--- config.mk ---
export PLATFORM = sky130hd
export DESIGN_NAME = tiny_cpu_core
export DESIGN_NICKNAME = d
export VERILOG_FILES = /design/src/rtl/tiny_cpu_pkg.sv /design/src/rtl/tiny_cpu_alu.sv /design/src/rtl/tiny_cpu_core.sv
export SDC_FILE = /design/constraint.sdc
export NUM_CORES = 1
export LEC_CHECK = 0
export ABC_AREA = 1
export CORE_MARGIN = 4
export CORE_UTILIZATION = 40
export CTS_BUF_LIST = sky130_fd_sc_hd__clkbuf_4
export DETAILED_ROUTE_END_ITERATION = 10
export DONT_BUFFER_PORTS = 1
export GPL_TIMING_DRIVEN = 0
export PLACE_DENSITY = 0.65
export SLEW_MARGIN = 20
export SYNTH_ARGS = -nofsm -noshare
export SYNTH_HDL_FRONTEND = slang
export SYNTH_HIERARCHICAL = 1
export SYNTH_SLANG_ARGS = --single-unit
--- constraint.sdc ---
create_clock -name clk -period 3 [get_ports clk]
set_input_delay 0.3 -clock clk [delete_from_list [all_inputs] [get_ports clk]]
set_output_delay 0.3 -clock clk [all_outputs]
set_load 0.05 [all_outputs]
--- src/rtl/tiny_cpu_pkg.sv ---
// tiny_cpu_pkg: opcodes, ALU function codes and width helpers for tiny_cpu_core
package tiny_cpu_pkg;

    localparam int NREG = 8;

    localparam logic [3:0] OP_ALU0 = 4'h4;
    localparam logic [3:0] OP_ALU1 = 4'h5;
    localparam logic [3:0] OP_UN   = 4'h6;
    localparam logic [3:0] OP_ROT  = 4'h7;
    localparam logic [3:0] OP_JNC  = 4'h8;
    localparam logic [3:0] OP_JMP  = 4'h9;
    localparam logic [3:0] OP_MVI  = 4'hA;
    localparam logic [3:0] OP_HLT  = 4'hB;

    // Encoding is {op[1:0], sub} of the 01xx opcode group.
    typedef enum logic [2:0] {
        ALU_ADD, ALU_OR, ALU_AND, ALU_XOR, ALU_INC, ALU_NOT, ALU_ROR, ALU_ROL
    } alu_fn_e;

    function automatic int imw_f(input int dw, input int aw);
        return dw > aw ? dw : aw;
    endfunction

endpackage

--- src/rtl/tiny_cpu_alu.sv ---
// tiny_cpu_alu: combinational ALU; binary ops use a (r0) and b, unary ops use b only
// Ports: fn function select, a/b operands, y result, cout carry out (ADD/INC only)
module tiny_cpu_alu
    import tiny_cpu_pkg::*;
#(
    parameter int DW = 4
) (
    input  alu_fn_e       fn,
    input  logic [DW-1:0] a,
    input  logic [DW-1:0] b,
    output logic [DW-1:0] y,
    output logic          cout
);

    logic [DW:0] sum;

    always_comb begin
        sum  = fn == ALU_INC ? {1'b0, b} + (DW+1)'(1) : {1'b0, a} + {1'b0, b};
        y    = fn == ALU_ADD || fn == ALU_INC ? sum[DW-1:0] :
               fn == ALU_OR  ? a | b :
               fn == ALU_AND ? a & b :
               fn == ALU_XOR ? a ^ b :
               fn == ALU_NOT ? ~b :
               fn == ALU_ROR ? {b[0], b[DW-1:1]} : {b[DW-2:0], b[DW-1]};
        cout = (fn == ALU_ADD || fn == ALU_INC) && sum[DW];
    end

endmodule

--- src/rtl/tiny_cpu_core.sv ---
// tiny_cpu_core: single-cycle DW-bit teaching CPU with editable program memory
// Ports: clk/rst; step_en/run/step_req/resume execution control; prog_* edit
// and display port; reg_rsel/reg_rdata register display; out_port (r6), pc,
// carry, halted status.
module tiny_cpu_core
    import tiny_cpu_pkg::*;
#(
    parameter int DW = 4,
    parameter int AW = 4,
    localparam int IMW = imw_f(DW, AW),
    localparam int IW = 4 + IMW
) (
    input  logic          clk,
    input  logic          rst,
    input  logic          step_en,
    input  logic          run,
    input  logic          step_req,
    input  logic          resume,
    input  logic          prog_we,
    input  logic [AW-1:0] prog_waddr,
    input  logic [IW-1:0] prog_wdata,
    input  logic [AW-1:0] prog_raddr,
    output logic [IW-1:0] prog_rdata,
    input  logic [2:0]    reg_rsel,
    output logic [DW-1:0] reg_rdata,
    output logic [DW-1:0] out_port,
    output logic [AW-1:0] pc,
    output logic          carry,
    output logic          halted
);

    logic [IW-1:0] mem_q [2**AW];
    logic [DW-1:0] regs_q [NREG];
    logic [DW-1:0] regs_d [NREG];
    logic [AW-1:0] pc_q, pc_d;
    logic          carry_q, carry_d, halted_q, halted_d;
    logic [IW-1:0] instr;
    logic [3:0]    op;
    logic          sub, exec, alu_c;
    logic [2:0]    rd, rs;
    logic [DW-1:0] alu_y;

    assign instr = mem_q[pc_q];
    assign op    = instr[IW-1 -: 4];
    assign sub   = instr[IW-5];
    assign rd    = instr[5:3];
    assign rs    = instr[2:0];
    assign exec  = !halted_q && (run ? step_en : step_req);

    tiny_cpu_alu #(.DW(DW)) u_alu (
        .fn   (alu_fn_e'({op[1:0], sub})),
        .a    (regs_q[0]),
        .b    (regs_q[rs]),
        .y    (alu_y),
        .cout (alu_c)
    );

    always_comb begin
        regs_d   = regs_q;
        pc_d     = pc_q;
        carry_d  = carry_q;
        halted_d = halted_q;
        if (halted_q && resume) begin
            halted_d = 1'b0;
            pc_d     = pc_q + AW'(1);
        end else if (exec) begin
            pc_d = pc_q + AW'(1);
            if (op[3:2] == 2'b00) regs_d[rd] = regs_q[rs];
            else if (op[3:2] == 2'b01) begin
                regs_d[0] = alu_y;
                carry_d   = carry_q | alu_c;
            end
            else if (op == OP_JNC) begin
                pc_d    = carry_q ? pc_q + AW'(1) : instr[AW-1:0];
                carry_d = 1'b0;
            end
            else if (op == OP_JMP) pc_d = instr[AW-1:0];
            else if (op == OP_MVI) regs_d[0] = instr[DW-1:0];
            else if (op == OP_HLT) begin
                halted_d = 1'b1;
                pc_d     = pc_q;
            end
        end
    end

    always_ff @(posedge clk) begin
        if (rst) begin
            regs_q   <= '{default: '0};
            pc_q     <= '0;
            carry_q  <= 1'b0;
            halted_q <= 1'b0;
        end else begin
            regs_q   <= regs_d;
            pc_q     <= pc_d;
            carry_q  <= carry_d;
            halted_q <= halted_d;
        end
    end

    // Program memory survives reset; a write to mem[pc] lands after this
    // cycle's instruction has already been decoded from the old word.
    always_ff @(posedge clk) begin
        if (prog_we) mem_q[prog_waddr] <= prog_wdata;
    end

    assign prog_rdata = mem_q[prog_raddr];
    assign reg_rdata  = regs_q[reg_rsel];
    assign out_port   = regs_q[6];
    assign pc         = pc_q;
    assign carry      = carry_q;
    assign halted     = halted_q;

endmodule

# After elaboration in Yosys (flattened, before gate mapping)
# Memory sizes are Yosys's and may differ from the RTL's. A register that Yosys moved wholly into a read port is not among the register bits.
# Cells that the tools add are included.
# totals
ramBits	128
memories	1
out_inout_bits	22
latch_bits	0
register_bits	38
rom_bits	0
wordCells	101
# mem_list
name	depth	word_bits	read_ports	rd_ports_with_merged_regs	write_ports	line	rtl
mem_q	16	8	2	1	1	tiny_cpu_core.sv:32	logic [IW-1:0] mem_q [2**AW];
# classes
reduce_logical	17
mul	0
n_addsub	3
n_eq_ne	14
order_cmp	4
shifts	0
div	0
bitwise_logic	14
n_mux	37
# ops
operator	n
two-way mux 4 bit	27
bitwise mux 32 bit	1
binary-select mux 4 bit (select 3 bit)	2
== test 4 bit, second input constant	4
demux 4 bit (select 3 bit)	1
>= comparator 4 bit, second input constant	3
NOT 3 -> 4 bit	3
== test 3 bit, second input constant	3
!= test 7 bit, second input constant	1
AND reduction 7 bit	1
== test 3 x 2 -> 1 bit, second input constant	2
!= test 3 bit, second input constant	2
NOT 1 bit	6
adder 4 x 1 -> 5 bit, second input constant	1
adder 4 x 4 -> 5 bit	1
two-way mux 1 bit	5
two-way mux 5 bit	1
AND reduction 5 bit	1
adder 4 x 1 -> 4 bit, second input constant	1
bitwise AND 4 bit	1
logical AND 1 bit	4
less-than comparator 4 x 1 -> 1 bit, second input constant	1
NOT 4 bit	1
bitwise OR 4 bit	1
14 further kinds	15

# Depth between registers and ports, before layout
# depth
word_depth	12
depth_mapped	26

# Cells and area by module
# Netlist, hierarchy kept.
# by_module_without_submodules
module	cells_each	area_per_inst_um2	instances
tiny_cpu_core	1164	9462.8	1
tiny_cpu_alu	111	646.9	1

# Worst setup path after synthesis
# No wires, ideal clock.
# synth_path
path_type	register -> register
startpoint	register (tool-made name)
endpoint	register regs_q[31] in the netlist's numbering
period_less_slack_ps	2989
n_path_buf	3
stages_incl_launch_ff	22
slack_ps	11
t_arrival_ps	2920
cell_sequence	dfxtp_1 > buf_6 > buf_6 > buf_4 > o211ai_1 > nand3_1 > nand3_1 > nand2_2 > nor2_1 > inv_1 > nor2_1 > nor2_1 > ha_1 > a21oi_1 > nand2_1 > a21oi_1 > o21ai_0 > nand2_1 > nand2_1 > o21ai_0 > nor2_1 > a21oi_1
# synth_lines
item	line	rtl
to (signal assigned)	tiny_cpu_core.sv:93	regs_q <= regs_d;
to (decl)	tiny_cpu_core.sv:33	logic [DW-1:0] regs_q [NREG];

# Final worst setup path
# layout_path
startpoint	input prog_raddr[0]
endpoint	output prog_rdata[1]
# layout_between
elab_chain_len	1
# layout_rtl
item	line	rtl
from (decl)	tiny_cpu_core.sv:22	input logic [AW-1:0] prog_raddr,
memory read (16 x 8 bit)	--	
to (decl)	tiny_cpu_core.sv:23	output logic [IW-1:0] prog_rdata,
# No other way between the ends.

==> flow_summary.json <==
{
  "status": "finished clean",
  "drt-wirelength-per-cell_um": 19.9,
  "crit_arrival_ns": 2.64,
  "worst_slew_pin_slew_ns": 1.18,
  "port_buffers": 0,
  "critPathKind": "in2out",
  "final_common_cell": "nand2_1",
  "core_um2": 24600,
  "utilization_pct": 47.4,
  "initial_utilization_pct": 41.1,
  "insertion_delay_ns": 0.59,
  "overflow": 0,
  "cts_tree": "yes",
  "synth_cell_types": 43,
  "drtIter0Drc": 1044,
  "leakage_nw": 4.84,
  "seq_area_frac_synth_pct": 46.3,
  "root_buffer": "clkbuf_4",
  "dp_slack_ns": -0.861,
  "ys_seq_elements": 170,
  "setup_ws_ns": 0.0575,
  "finalPower_mw": 11.0,
  "grt_use_total_pct": 22.9,
  "drv_slew": 0,
  "vdd.ir_drop.worst_mv": 0.572,
  "fin_skew_ns": 0.0234,
  "area_growth_pct": 15.3,
  "critical_path.startpoint_type": "primary input",
  "place_hpwl_um": 22200,
  "avgSynthCellArea_um2": 7.93,
  "drive_gt1_share_pct": 15.9,
  "cap_violations": 0,
  "grt_pass1_vias": 8592,
  "yosys_warnings": 6,
  "hold_viol_final": 0,
  "hold_depth": 4,
  "vias_per_cell": 5.57,
  "rsz0062_at_grt": "true",
  "grt_pass1_wl_um": 49700,
  "relSlewSlack_pct": 21.1,
  "netlist_area_um2": 10100,
  "dieHeight_um": 167,
  "timing.final.crit_share_pct": 98.1,
  "antenna_found_initial": 1,
  "path_max_fanout": 10,
  "dieWidth_um": 167,
  "gp_congestion": 0.947,
  "clkTransAtPathRegs_ns": 0.15,
  "grt_max_degree": 17,
  "drt_pass1_iterations": 6,
  "ys_dominant_reg_cell": "edfxtp_1",
  "hp-class": "in2reg",
  "crit_path_end_kind": "primary output",
  "synth_edf_count": 128,
  "synth_nets": 1315,
  "die_area_um2": 27900,
  "fin_crit_ns": 2.94,
  "setup_viol": 0,
  "nets": 1379,
  "h-tree-depth": 4,
  "clockBufferDepth": 2,
  "pwr_density_cell_nw_per_um2": 947,
  "io_pins": 48,
  "route.vias.total": 9326,
  "ant_nets": 0,
  "clock.fmax_ghz": 0.340,
  "final_cell_mix": "281 x nand2_1, 168 x inv_1, 128 x edfxtp_1",
  "drc_errors": 0,
  "reg2regPathDepth": 18,
  "synthArstFlopShare_pct": 0,
  "cts.sinks": 170,
  "required_ns": 2.70,
  "netlist_instances": 1275,
  "cts_made_buffers": 17,
  "routed_wl_um": 33300,
  "rows": 57
}
==> critical path, cell delays in order <==
cell	delay, ns
clkbuf_1	0.26
clkbuf_1	0.52
buf_1	0.66
o21ai_0	0.21
nand3_1	0.10
nand3_1	0.12
nand2_1	0.45
==> through the flow <==
| step | TNS (ns) | instance area, um2 | hold WS, ns | instances |
|---|---|---|---|---|
| global placement | -3.34 | 10500 | 0.400 | 1599 |
| CTS | 0 | 11200 | 0.106 | 1651 |
| finish | 0 | 11700 | 0.149 | 1674 |
| global route | -0.181 | 11700 | 0.147 | 1674 |
| detailed placement | -3.44 | 10500 | 0.400 | 1599 |
| floorplan | 0 | 10100 | 0.399 | 1275 |
==> flip-flops by register name, summed over array words and instances, names as in the netlist, named ones only <==
signal and count:
mem_q 128, regs_q 28, out_port 4, pc 4, carry 1, halted 1
==> cells by family after synthesis <==
| logic type | share of synthesized area (%) |
|---|---|
| simple gates | 26.3 |
| buf+inv | 11.3 |
| compound gates | 14.0 |
| flops | 46.3 |
| fa+ha+maj | 1.81 |
| xor+xnor | 0.260 |
==> power by group <==
group | internal [mW] | switching (mW) | total, mW
Sequential | 2.70 | 0.245 | 2.94
Clock | 0.667 | 0.861 | 1.53
Combinational | 2.40 | 4.17 | 6.57
==> routing by layer <==
layer / GRT usage, % / vias up / wire length, um
met5: 0 / - / 0
met2: 37.7 / 547 / 15700
met4: 7.86 / 0 / 1010
met1: 30.4 / 4311 / 13400
met3: 4.38 / 97 / 3170
li1: - / 4371 / -
==> timing repair <==
| item | 4_1_cts | 5_1_grt |
|---|---|---|
| setup buffers | 14 | 23 |
| gates cloned | 1 | 2 |
| endpoints found under the hold margin | 128 | 0 |
| resized for setup | 40 | 71 |
| pin swaps | 11 | 22 |
| endpoints found under the setup margin | 5 | 5 |
| hold buffers | 8 | 0 |
==> path summary, 6_finish.rpt <==
path / from / slack, ns / end
min reg2reg: regs_q[27]$_SDFFE_PP0P_ / 0.55 / regs_q[27]$_SDFFE_PP0P_
max reg2reg: flop / 0.09 / regs_q[29]$_SDFFE_PP0P_
min: rst / 0.15 / regs_q[18]$_SDFFE_PP0P_
max: prog_raddr[0] / 0.06 / prog_rdata[1]
==> synth_stat cells, types with 7 or more instances <==
library cell	n	area [um2]
nand2_2	15	93.8
o21ai_0	86	430
ha_1	13	163
a21oi_1	113	566
inv_1	173	649
nand2_1	282	1060
edfxtp_1	128	3840
clkbuf_1	29	109
nand4_1	7	43.8
nand3_1	147	736
buf_2	10	50.1
nor2_1	79	297
o211ai_1	21	158
inv_2	19	71.3
buf_4	10	75.1
o221ai_1	11	96.3
dfxtp_1	42	841
o21ai_1	9	45.0
buf_6	13	146
==> layout make-up <==
type	instances	area (um2)
Tap cell	324	405
Fill cell	2382	12900
Buffer	64	490
Timing Repair inverter	1	8.76
Sequential cell	170	4690
Antenna cell	1	2.50
Inverter	196	769
Clock buffer	17	128
Clock inverter	12	190
Timing Repair Buffer	46	408
Multi-Input combinational cell	843	4570
Note: power is estimated with default switching activity, not from simulation.
